## config.mk

```make
export PLATFORM = sky130hd
export DESIGN_NAME = jzjpcc_fetch_stage
export DESIGN_NICKNAME = d
export VERILOG_FILES = /design/src/rtl/jzjpcc_fetch_pkg.sv /design/src/rtl/jzjpcc_pc_fault_check.sv /design/src/rtl/jzjpcc_fetch_stage.sv
export SDC_FILE = /design/constraint.sdc
export NUM_CORES = 1
export LEC_CHECK = 0
export CAP_MARGIN = 20
export CORE_UTILIZATION = 31
export CTS_BUF_LIST = sky130_fd_sc_hd__clkbuf_4 sky130_fd_sc_hd__clkbuf_8 sky130_fd_sc_hd__clkbuf_16
export DETAILED_ROUTE_END_ITERATION = 8
export MAX_ROUTING_LAYER = met4
export PLACE_DENSITY = 0.82
export SYNTH_ARGS = -nofsm -noshare
export SYNTH_HDL_FRONTEND = slang
export SYNTH_SLANG_ARGS = --single-unit
```

## constraint.sdc

```tcl
create_clock -name clock -period 2.8 [get_ports clock]
set_input_delay 0.56 -clock clock [delete_from_list [all_inputs] [get_ports clock]]
set_output_delay 0.56 -clock clock [all_outputs]
set_load 0.005 [all_outputs]
```

## src/rtl/jzjpcc_fetch_pkg.sv

```systemverilog
// Shared types and helpers for the jzjpcc instruction-fetch stage.
package jzjpcc_fetch_pkg;

  typedef enum logic {RUN, HALTED} fetch_state_t;

  typedef enum logic [1:0] {
    FAULT_NONE       = 2'd0,
    FAULT_MISALIGNED = 2'd1,
    FAULT_RANGE      = 2'd2,
    FAULT_OVERFLOW   = 2'd3
  } fetch_fault_t;

  // The backend drops the low two bits; RV32 base instructions always have them set.
  localparam logic [1:0] INSTR_LOW_BITS = 2'b11;

  // Highest word-aligned implemented byte address for a given top PC bit.
  function automatic logic [31:0] pcMax(input int pc_max_b);
    logic [32:0] span;
    span = 33'd1 << (pc_max_b + 1);
    return 32'(span - 33'd4);
  endfunction

endpackage

```

## src/rtl/jzjpcc_pc_fault_check.sv

```systemverilog
// Combinational classification of illegal fetch targets for the current cycle.
module jzjpcc_pc_fault_check
  import jzjpcc_fetch_pkg::*;
#(
  parameter int PC_MAX_B = 11
) (
  input  logic [31:0] pc,
  input  logic        redirect_valid,
  input  logic [31:0] redirect_pc,
  input  logic        stall_fetch,
  output logic        fault,
  output logic [1:0]  code
);

  localparam logic [31:0] PC_MAX = pcMax(PC_MAX_B);

  // Misalignment outranks range; a sequential overflow only matters when actually stepping.
  always_comb begin
    fault = 1'b0;
    code  = FAULT_NONE;
    if (redirect_valid) begin
      if (redirect_pc[1:0] != 2'b00) begin
        fault = 1'b1;
        code  = FAULT_MISALIGNED;
      end else if (redirect_pc > PC_MAX) begin
        fault = 1'b1;
        code  = FAULT_RANGE;
      end else begin
        fault = 1'b0;
        code  = FAULT_NONE;
      end
    end else if (!stall_fetch && (pc == PC_MAX)) begin
      fault = 1'b1;
      code  = FAULT_OVERFLOW;
    end else begin
      fault = 1'b0;
      code  = FAULT_NONE;
    end
  end

endmodule

```

## src/rtl/jzjpcc_fetch_stage.sv

```systemverilog
// Instruction-fetch stage: owns the PC, drives the 1-cycle-latency SRAM address,
// and presents {instruction, pc, valid} to decode with sticky fault halting.
module jzjpcc_fetch_stage
  import jzjpcc_fetch_pkg::*;
#(
  parameter logic [31:0] RESET_PC = 32'h0000_0000,
  parameter int          PC_MAX_B = 11
) (
  input  logic               clock,
  input  logic               reset,
  output logic [PC_MAX_B:2]  instructionAddressToLatch,
  input  logic [31:2]        instruction_fetch,
  input  logic               stall_fetch,
  input  logic               redirect_valid,
  input  logic [31:0]        redirect_pc,
  output logic [31:0]        instruction_decode,
  output logic [31:0]        pc_decode,
  output logic               valid_decode,
  output logic               fetch_fault,
  output logic [1:0]         fault_code
);

  localparam logic [PC_MAX_B:2] WORD_STEP = {{(PC_MAX_B-2){1'b0}}, 1'b1};

  fetch_state_t       state;
  logic [PC_MAX_B:2]  pc_word;
  logic [PC_MAX_B:2]  next_word;
  logic [31:0]        pc_full;
  logic               chk_fault;
  logic [1:0]         chk_code;
  logic               fault_now;

  always_comb begin
    pc_full             = 32'd0;
    pc_full[PC_MAX_B:2] = pc_word;
  end

  jzjpcc_pc_fault_check #(.PC_MAX_B(PC_MAX_B)) u_fault_check (
    .pc             (pc_full),
    .redirect_valid (redirect_valid),
    .redirect_pc    (redirect_pc),
    .stall_fetch    (stall_fetch),
    .fault          (chk_fault),
    .code           (chk_code)
  );

  assign fault_now = (state == RUN) && chk_fault;

  // A faulting cycle freezes the PC just like HALTED does, so the SRAM keeps re-reading it.
  always_comb begin
    next_word = pc_word;
    if (reset) begin
      next_word = RESET_PC[PC_MAX_B:2];
    end else if ((state == HALTED) || fault_now) begin
      next_word = pc_word;
    end else if (redirect_valid) begin
      next_word = redirect_pc[PC_MAX_B:2];
    end else if (stall_fetch) begin
      next_word = pc_word;
    end else begin
      next_word = pc_word + WORD_STEP;
    end
  end

  assign instructionAddressToLatch = next_word;

  always_ff @(posedge clock) begin
    if (reset) begin
      state       <= RUN;
      pc_word     <= RESET_PC[PC_MAX_B:2];
      fetch_fault <= 1'b0;
      fault_code  <= FAULT_NONE;
    end else begin
      pc_word <= next_word;
      if (fault_now) begin
        state       <= HALTED;
        fetch_fault <= 1'b1;
        fault_code  <= chk_code;
      end
    end
  end

  // SRAM output is already registered, so decode sees it directly.
  assign instruction_decode = {instruction_fetch, INSTR_LOW_BITS};
  assign pc_decode          = pc_full;
  assign valid_decode       = !reset && (state == RUN);

endmodule
```

# ---- After elaboration in Yosys (flattened, before gate mapping)
# Index checks and enable logic that the tools add are counted.
dict set report op_classes {
  n_lt_le_gt_ge 1
  reduce_logical 7
  n_bitwise 1
  addsub 1
  muxes 12
  n_eq_ne 1
}
# operator n
set ops {}
lappend ops {{10-bit two-way mux} 4}
lappend ops {{32-bit by 12-bit greater-than comparator with 1-bit output, second input constant} 1}
lappend ops {{10-bit by 1-bit adder with 10-bit output, second input constant} 1}
lappend ops {{10-bit == test, second input constant} 1}
lappend ops {{2-bit two-way mux} 4}
lappend ops {{1-bit two-way mux} 4}
lappend ops {{1-bit logical AND} 3}
lappend ops {{1-bit zero test} 2}
lappend ops {{2-bit nonzero test} 1}
lappend ops {{1-bit logical OR} 1}
lappend ops {{1-bit inverter} 1}
dict set report totals {
  output_inout_bits 78
  input_bits 66
  regBits 13
}

# ---- Longest topological paths before layout
# Gate-level depths: netlist of the first run.
dict set report depth {
  word_depth 8
  mapped_depth 6
  ltp_nobuf 6
}

# ---- Modules after synthesis
# Synthesis of the first run repeated with hierarchy kept, for this count alone.
dict set report unflattened {
  hier_cells 188
  area_unflattened_um2 1426.4
}
# module seq_area_each_um2 n_inst cells_each area_each_um2
set modules_own_cells {}
lappend modules_own_cells {jzjpcc_fetch_stage 260.2 1 162 1256.2}
lappend modules_own_cells {jzjpcc_pc_fault_check 0.0 1 26 170.2}

# ---- Least setup slack after synthesis of the first run
# No wires, ideal clock.
dict set report synth_timing {
  path_kind {in2out}
  start {input port redirect_pc[21]}
  end {output port instructionAddressToLatch[2] in the netlist's numbering}
  slack_ns 0.391
  t_arrival_ns 1.849
  n_path_buf 0
  cell_stages 5
  path_cell_list {nor4_2 nand3_2 o31a_4 o311ai_4 o21ai_1}
}
dict set report synth_between {
  elab_chain_cells 8
}
# element line_no
set synth_lines {}
lappend synth_lines {{start, declared} jzjpcc_fetch_stage.sv:15} ;# input logic [31:0] redirect_pc,
lappend synth_lines {{32-bit by 12-bit greater-than comparator with 1-bit output} jzjpcc_pc_fault_check.sv:25} ;# end else if (redirect_pc > PC_MAX) begin
lappend synth_lines {{1-bit two-way mux} jzjpcc_pc_fault_check.sv:25}
lappend synth_lines {{1-bit two-way mux} jzjpcc_pc_fault_check.sv:22} ;# if (redirect_pc[1:0] != 2'b00) begin
lappend synth_lines {{1-bit two-way mux} jzjpcc_pc_fault_check.sv:21} ;# if (redirect_valid) begin
lappend synth_lines {{1-bit logical AND} jzjpcc_fetch_stage.sv:47} ;# assign fault_now = (state == RUN) && chk_fault;
lappend synth_lines {{1-bit logical OR} jzjpcc_fetch_stage.sv:54} ;# end else if ((state == HALTED) || fault_now) begin
lappend synth_lines {{10-bit two-way mux} jzjpcc_fetch_stage.sv:54}
lappend synth_lines {{10-bit two-way mux} jzjpcc_fetch_stage.sv:52} ;# if (reset) begin
lappend synth_lines {{end, declared} jzjpcc_fetch_stage.sv:11} ;# output logic [PC_MAX_B:2] instructionAddressToLatch,
# No other way between the ends.

# ---- Worst setup path after layout of the first run
dict set report layout_timing {
  start {input port redirect_pc[14]}
  end {output port instructionAddressToLatch[5] in the netlist's numbering}
}
# The elaborated chain is that of the path after synthesis.

==> out/metrics.csv, run 1 <==
stage,metric,value,unit
pwr,power.switching,0.184,mW
route,post_drt_wl_per_cell,15.1,µm
placed_design,gp_congestion,0.893,
worst_setup_path,cpPeakStageDelay,0.26,ns
cts,tritoncts,built,
worst_setup_path,cp_cell_sequence,"dlygate4sd2_1, nor4_2, nand3_2, buf_6, o31ai_4, buf_6, buf_6, nand4_1, a31oi_1, buf_2",
pwr,swShare,30.7,%
worst_setup_path,critPathBufInv,5,
placed_design,dpl_cell_area,2160,µm²
finish,antenna_cells,0,
synth,syn_area,1520,µm²
cts,hold_buffers,0,
sta,period_minus_slack,2.77,ns
floorplan,die_w,72.0,µm
floorplan,start_util,32.2,%
finish,multi_input_area,1060,µm²
pwr,power_density,247,nW/µm²
global_route,grt_pass1_wl,8160,µm
floorplan,dieHeight,72.0,µm
floorplan,core,4720,µm²
global_route,antenna_found_initial,0,
global_route,grt_pass1_vias,1745,
cts,clkSinkCount,13,
global_route,grtUsageTotal,20.6,%
worst_setup_path,worstPathRequired,2.24,ns
pwr,max-vdd-ir-drop,0.000263,V
finish,area_growth,59.7,%
finish,regArea,260,µm²
worst_setup_path,rr_worst_depth,8,
synth,yosysWarnings,0,
route,drc_errors,0,
synth,ys_seq_area_share,17.1,%
worst_setup_path,end_kind,primary output,
synth,avgSynthCellArea,7.84,µm²
worst_setup_path,cp.depth,10,
synth,syn_inst,194,
floorplan,num_io_pins,144,
sta,hold_viol_final,0,
placed_design,post-dp-hpwl,3790,µm
sta,fmax,360,MHz
route,drtAntennaViolNets,0,
worst_hold_path,min_path_type,register to register,
global_route,grt_max_degree,13,
finish,post-route-util,51.4,%
route,vias,1765,
worst_hold_path,holdPathStages,2,
route,routed_wl,5240,µm
worst_setup_path,crit_top_cell,buf_6,
route,initialDrtViolationCount,54,
route,firstDrtPassIters,4,
route,post_drt_via_cell_ratio,5.07,
finish,design_area,2430,µm²
finish,drive_gt1_share,46.6,%
floorplan,row_count,25,
pwr,comb_power_share,36.7,%
finish,nets,349,
sta,report.final.slew_viol_count,0,
cts,cts.clk_slew.worst_paths,0.05,ns
placed_design,port_buffers,59,
synth,synth_cell_types,50,
worst_setup_path,critPathTopFamily,buffers and inverters,
cts,clockBufferDepth,2,
pwr,p_clk_share,29.8,%
worst_setup_path,crit_type,input pin to primary output,
synth,synth-edff-count,0,
synth,synth_seq_cells,13,
sta,skew,0.00265,ns
run_status,status,"finished, final reports clean",
worst_setup_path,critPathArrivalTime,2.21,ns
job,maxCapViolCount,0,
worst_setup_path,slowest_stage,o31ai_4,
worst_setup_path,cp-start-kind,input pin,
finish,fill_cells,444,
cts,h-tree-depth,1,
sta,finalSetupViolations,0,
cts,clkLatencyLatePin,0.24,ns
synth,async_reset_ff_share,0,%
pwr,power.leakage,1.02,nW
pwr,intPower,0.416,mW
pwr,seq_power_share,33.6,%
cts,cts_buffers,3,
cts,root_buffer,clkbuf_8,
synth,synth_ff_type,dfxtp_1,
global_route,grt.overflow.total,0,
sta,min_period_over_period,99.1,%
sta,rsz0062_at_grt,true,
floorplan,dieArea,5190,µm²
worst_setup_path,critPathMaxFanout,4,
## layer usage
metal,part of all wire (%),GRT usage (%),up-vias
li1,-,-,820
met1,40,22.9,824
met2,50,34.6,103
met3,6.5,4.44,18
met4,3.3,10.7,0
met5,0,-,-
## layout make-up
cell class,count,share of cell area (%)
multi-input combinational,139,43.9
timing repair buffer,120,39.2
sequential,13,10.7
tap,67,3.45
clock buffer,4,2.01
inverter,5,0.773
## flip-flops by register name, summed over array words and instances (netlist names)
signal,cells
state,1
fault_code,2
pc_word,10
## worst paths after layout
path,startpoint,endpoint,slack [ns]
worst min register to register,fault_code[0],fault_code[0],0.47
worst max-delay path,redirect_pc[14],instructionAddressToLatch[5],0.03
worst min-delay path,fault_code[0],fault_code[0],0.47
worst max register to register,pc_word[2],pc_word[7],0.78
## cell usage in the layout, fill, tap and decap left out, drive strengths merged, types with 4 or more instances in the layout
cell and count:
nor2 13, buf 77, clkbuf 20, inv 5, clkdlybuf4s15 6, conb 24
a21oi 11, nand2 9, dfxtp 13, dlygate4sd2 6, o21ai 13, nand3 4
nor3 6, nor4 9, clkdlybuf4s50 15, a31oi 6, nand4 7
## cell families after synthesis
family	after synthesis	synth area share [%]
other	2	0.494
AO/OA/AOI/OAI	50	25.4
flip-flops	13	17.1
adder cells (fa/ha/maj)	1	0.823
multiplexers	1	0.658
AND/OR/NAND/NOR	63	26.4
buffers and inverters	64	29.1
## through the flow
step           power, mW  instances  setup slack (ns)  setup TNS, ns  hold WS [ns]
2_1_floorplan      0.332        216             0.391              0         0.466
3_3_place_gp       0.405        322            -0.620          -5.85         0.465
3_5_place_dp       0.407        322            -0.618          -5.88         0.476
4_1_cts            0.591        345           0.00346              0         0.486
5_1_grt            0.629        348           -0.0606         -0.254         0.522
6_report           0.600        348            0.0258              0         0.475
## power groups by stage
stage / clock, mW / sequential [mW] / combinational [mW]
floorplan: 0 / 0.205 / 0.127
global placement: 0 / 0.205 / 0.200
detailed placement: 0 / 0.205 / 0.202
CTS: 0.183 / 0.201 / 0.207
global route: 0.189 / 0.202 / 0.237
finish: 0.179 / 0.202 / 0.220
## cells in the mapped netlist (all sizes together), types with 3 or more instances
master	instances	area share, %
o311ai	3	2.9
nand2	9	2.2
dfxtp	13	17
nand3	4	1.6
nand2b	3	1.2
a31oi	6	2.5
o21ai	13	4.3
a21oi	11	3.9
inv	5	1.2
clkbuf	5	1.2
nor3	6	2.7
buf	54	27
o31ai	3	3.0
nand4	7	2.9
nor4	9	5.9
nor2	13	3.7
## worst register-to-register path: stages (launching register included)
cell and delay [ns]:
dfxtp_1 0.36, ha_1 0.19, and4b_1 0.26, and4_4 0.28
a21o_4 0.16, buf_6 0.13, nor2_4 0.06, buf_4 0.14
o311ai_1 0.32
## what timing repair did
item | in CTS | in global routing
setup endpoints to repair | 10 | 10
setup buffers | 19 | 3
hold endpoints to repair | 0 | 0
pin swaps | 28 | 21
gates resized for setup | 121 | 51
No activity file was read; power rests on OpenSTA's default activity.
==> inputs of run 2 (changes only) <==
--- a/config.mk
+++ b/config.mk
@@ -11,6 +11,7 @@
 export DETAILED_ROUTE_END_ITERATION = 8
 export MAX_ROUTING_LAYER = met4
 export PLACE_DENSITY = 0.82
+export SLEW_MARGIN = 30
 export SYNTH_ARGS = -nofsm -noshare
 export SYNTH_HDL_FRONTEND = slang
 export SYNTH_SLANG_ARGS = --single-unit
==> results of run 2 <==
No change in the layout: final DEF, timing and power equal those of run 1.
==> inputs of run 3 (changes only) <==
--- a/config.mk
+++ b/config.mk
@@ -5,12 +5,14 @@
 export SDC_FILE = /design/constraint.sdc
 export NUM_CORES = 1
 export LEC_CHECK = 0
+export ABC_AREA = 1
 export CAP_MARGIN = 20
 export CORE_UTILIZATION = 31
 export CTS_BUF_LIST = sky130_fd_sc_hd__clkbuf_4 sky130_fd_sc_hd__clkbuf_8 sky130_fd_sc_hd__clkbuf_16
 export DETAILED_ROUTE_END_ITERATION = 8
+export HOLD_SLACK_MARGIN = 0.06
 export MAX_ROUTING_LAYER = met4
-export PLACE_DENSITY = 0.82
+export PLACE_DENSITY = 0.83
 export SLEW_MARGIN = 30
 export SYNTH_ARGS = -nofsm -noshare
 export SYNTH_HDL_FRONTEND = slang
==> run 3 against run 2 <==
Against the previous run: clock skew down 0.00066 ns; core utilization down 6.6 points; critical path depth up 4.
==> out/metrics.csv, run 3 <==
stage,metric,value,unit
cts,clkSinkCount,13,
worst_setup_path,cp-start-kind,input pin,
placed_design,port_buffers,59,
pwr,power,0.638,mW
pwr,power_density,304,nW/µm²
finish,largest_reg_flops,10,
finish,final_common_cell,nand2_1,
route,post_drt_via_cell_ratio,4.59,
route,drtAntennaViolNets,0,
sta,final.setup.worst_slack,0.0796,ns
sta,rsz0062_at_grt,false,
floorplan,core,4690,µm²
finish,nets,375,
sta,fmax,368,MHz
floorplan,die_w,71.7,µm
sta,finalSetupViolations,0,
pwr,intPower,0.436,mW
floorplan,dieArea,5150,µm²
worst_hold_path,min_path_type,register to register,
pwr,max-vdd-ir-drop,0.000195,V
synth,syn_area,1510,µm²
placed_design,post-dp-hpwl,3090,µm
cts,cts.clk_slew.worst_paths,0.06,ns
floorplan,dieHeight,71.7,µm
synth,yosysMostFrequentCell,nand2_1,
synth,synth_cell_types,24,
placed_design,gp_congestion,0.869,
finish,top_regs,"pc_word x10, fault_code x2, state x1",
placed_design,post-place-ws,-0.334,ns
sta,report.final.slew_viol_count,0,
synth,synth_seq_cells,13,
synth,synth_top_cell_area_share,27.4,%
pwr,comb_power_share,37.7,%
worst_setup_path,crit_top_cell,buf_6,
synth,yosysTopAreaCell,buf_4,
worst_setup_path,end_kind,primary output,
run_status,status,"finished, final reports clean",
pwr,p_clk_share,28.7,%
worst_setup_path,crit_type,input pin to primary output,
global_route,grt_pass1_vias,1594,
worst_setup_path,slowest_stage,clkdlybuf4s50_1,
synth,yosysWarnings,0,
sta,min_period_over_period,97.2,%
job,maxCapViolCount,0,
route,initialDrtViolationCount,40,
cts,h-tree-depth,1,
sta,skew,0.00199,ns
global_route,grt_max_degree,15,
synth,syn_inst,251,
route,routed_wl,4260,µm
pwr,swShare,31.7,%
route,vias,1657,
route,drc_errors,0,
finish,area_growth,39.3,%
global_route,antenna_found_initial,0,
route,firstDrtPassIters,4,
finish,drive_gt1_share,22.8,%
pwr,seq_power_share,33.6,%
synth,synth-edff-count,0,
worst_setup_path,cpPeakStageDelay,0.41,ns
finish,post-route-util,44.7,%
worst_setup_path,critPathArrivalTime,2.16,ns
route,post_drt_wl_per_cell,11.8,µm
cts,cts_buffers,3,
synth,netlist_top_cells_count,"nand2_1, buf_4, nor2_1",
synth,async_reset_ff_share,0,%
synth,synth_ff_type,dfxtp_1,
worst_setup_path,worstPathRequired,2.24,ns
cts,clkLatencyLatePin,0.24,ns
cts,tritoncts,built,
cts,hold_buffers,0,
cts,clockBufferDepth,2,
pwr,power.switching,0.202,mW
synth,ys_top_cells_by_area,"buf_4, dfxtp_1, nand2_1",
synth,avgSynthCellArea,6.01,µm²
worst_setup_path,cp_cell_sequence,"clkdlybuf4s50_1, nand2_1, nor2_1, nand3_2, nand2_4, o21bai_4, nand3_4, buf_6, buf_6, buf_4, buf_6, nor2_4, nor2_1, buf_2",
finish,largest-register,pc_word,
sta,period_minus_slack,2.72,ns
sta,hold_viol_final,0,
floorplan,row_count,25,
sta,fin_tns_setup,0,ns
floorplan,start_util,32.1,%
cts,root_buffer,clkbuf_8,
finish,mostFrequentLayoutCells,"nand2_1, nor2_1, dlygate4sd2_1, buf_4, conb_1",
global_route,grt_pass1_wl,6840,µm
synth,ys_seq_area_share,17.3,%
finish,antenna_cells,0,
worst_setup_path,critPathMaxFanout,2,
floorplan,num_io_pins,144,
pwr,power.leakage,1.04,nW
global_route,grtUsageTotal,17.2,%
global_route,grt.overflow.total,0,
run 3: changes by cell type in the layout (fill, tap and decap cells not counted), moves of 9 or more:
cell / before / now
buf_2: 14 / 2
buf_4: 48 / 25
buf_6: 14 / 3
clkbuf_2: 16 / 4
dlygate4sd2_1: 6 / 34
inv_1: 5 / 18
nand2_1: 8 / 57
nand3_1: 3 / 12
nor2_1: 11 / 41
run 3: worst paths after layout:
path	from	endpoint	slack, ns	cells after the start
setup / recovery	redirect_pc[7]	instructionAddressToLatch[11]	0.08	14
hold / removal	fault_code[1]	fault_code[1]	0.46	2
setup reg to reg	pc_word[3]	state	0.74	16
hold reg to reg	fault_code[1]	fault_code[1]	0.46	2
run 3: final cells by class:
class | count | area (µm²)
timing repair buffer | 88 | 759
multi-input combinational | 180 | 873
clock buffer | 4 | 48.8
sequential | 13 | 262
inverter | 21 | 81.3
tap | 54 | 67.6
fill | 475 | 2590
timing repair inverter | 1 | 7.51
run 3: through the flow:
stage / hold WS (ns) / cells / cell area (µm²)
final: 0.458 / 361 / 2100
after global routing: 0.483 / 361 / 2100
after CTS: 0.463 / 360 / 2100
after detailed placement: 0.454 / 341 / 1920
after global placement: 0.444 / 341 / 1920
after floorplan: 0.442 / 273 / 1590
run 3: kinds of logic (layout without fill, tap and decap cells):
family | count (synthesis) | in the layout | share of synthesized area, %
buffers and inverters | 80 | 114 | 34.3
and+or+nand+nor | 143 | 143 | 41.7
DFF | 13 | 13 | 17.3
adders and majority gates | 1 | 1 | 0.830
other | 2 | 24 | 0.498
muxes | 1 | 1 | 0.664
AOI/OAI and AO/OA | 11 | 11 | 4.73
run 3: metal layers:
layer / track usage, % / routed length (µm) / up-vias
li1: - / - / 815
met1: 17.3 / 1660 / 738
met2: 31.0 / 2130 / 82
met3: 3.09 / 309 / 22
met4: 9.80 / 167 / 0
met5: - / 0 / -
run 3: repair_timing:
action                                  CTS  global route
gates cloned                              1             0
buffers inserted                         14             1
endpoints found under the setup margin   10             8
resized for setup                        66            16
pin swaps                                30             6
run 3: worst max-delay path: cells and delay by family:
| family | cells | cell delay (ns) |
|---|---|---|
| buf+inv | 6 | 0.99 |
| simple gates | 7 | 0.45 |
| compound gates | 1 | 0.14 |
run 3: power by group through the flow:
stage          clock network, mW  logic, mW  registers [mW]
2_1_floorplan                  0      0.160           0.216
3_3_place_gp                   0      0.230           0.217
3_5_place_dp                   0      0.233           0.217
4_1_cts                    0.185      0.237           0.214
5_1_grt                    0.197      0.265           0.217
6_report                   0.183      0.240           0.214
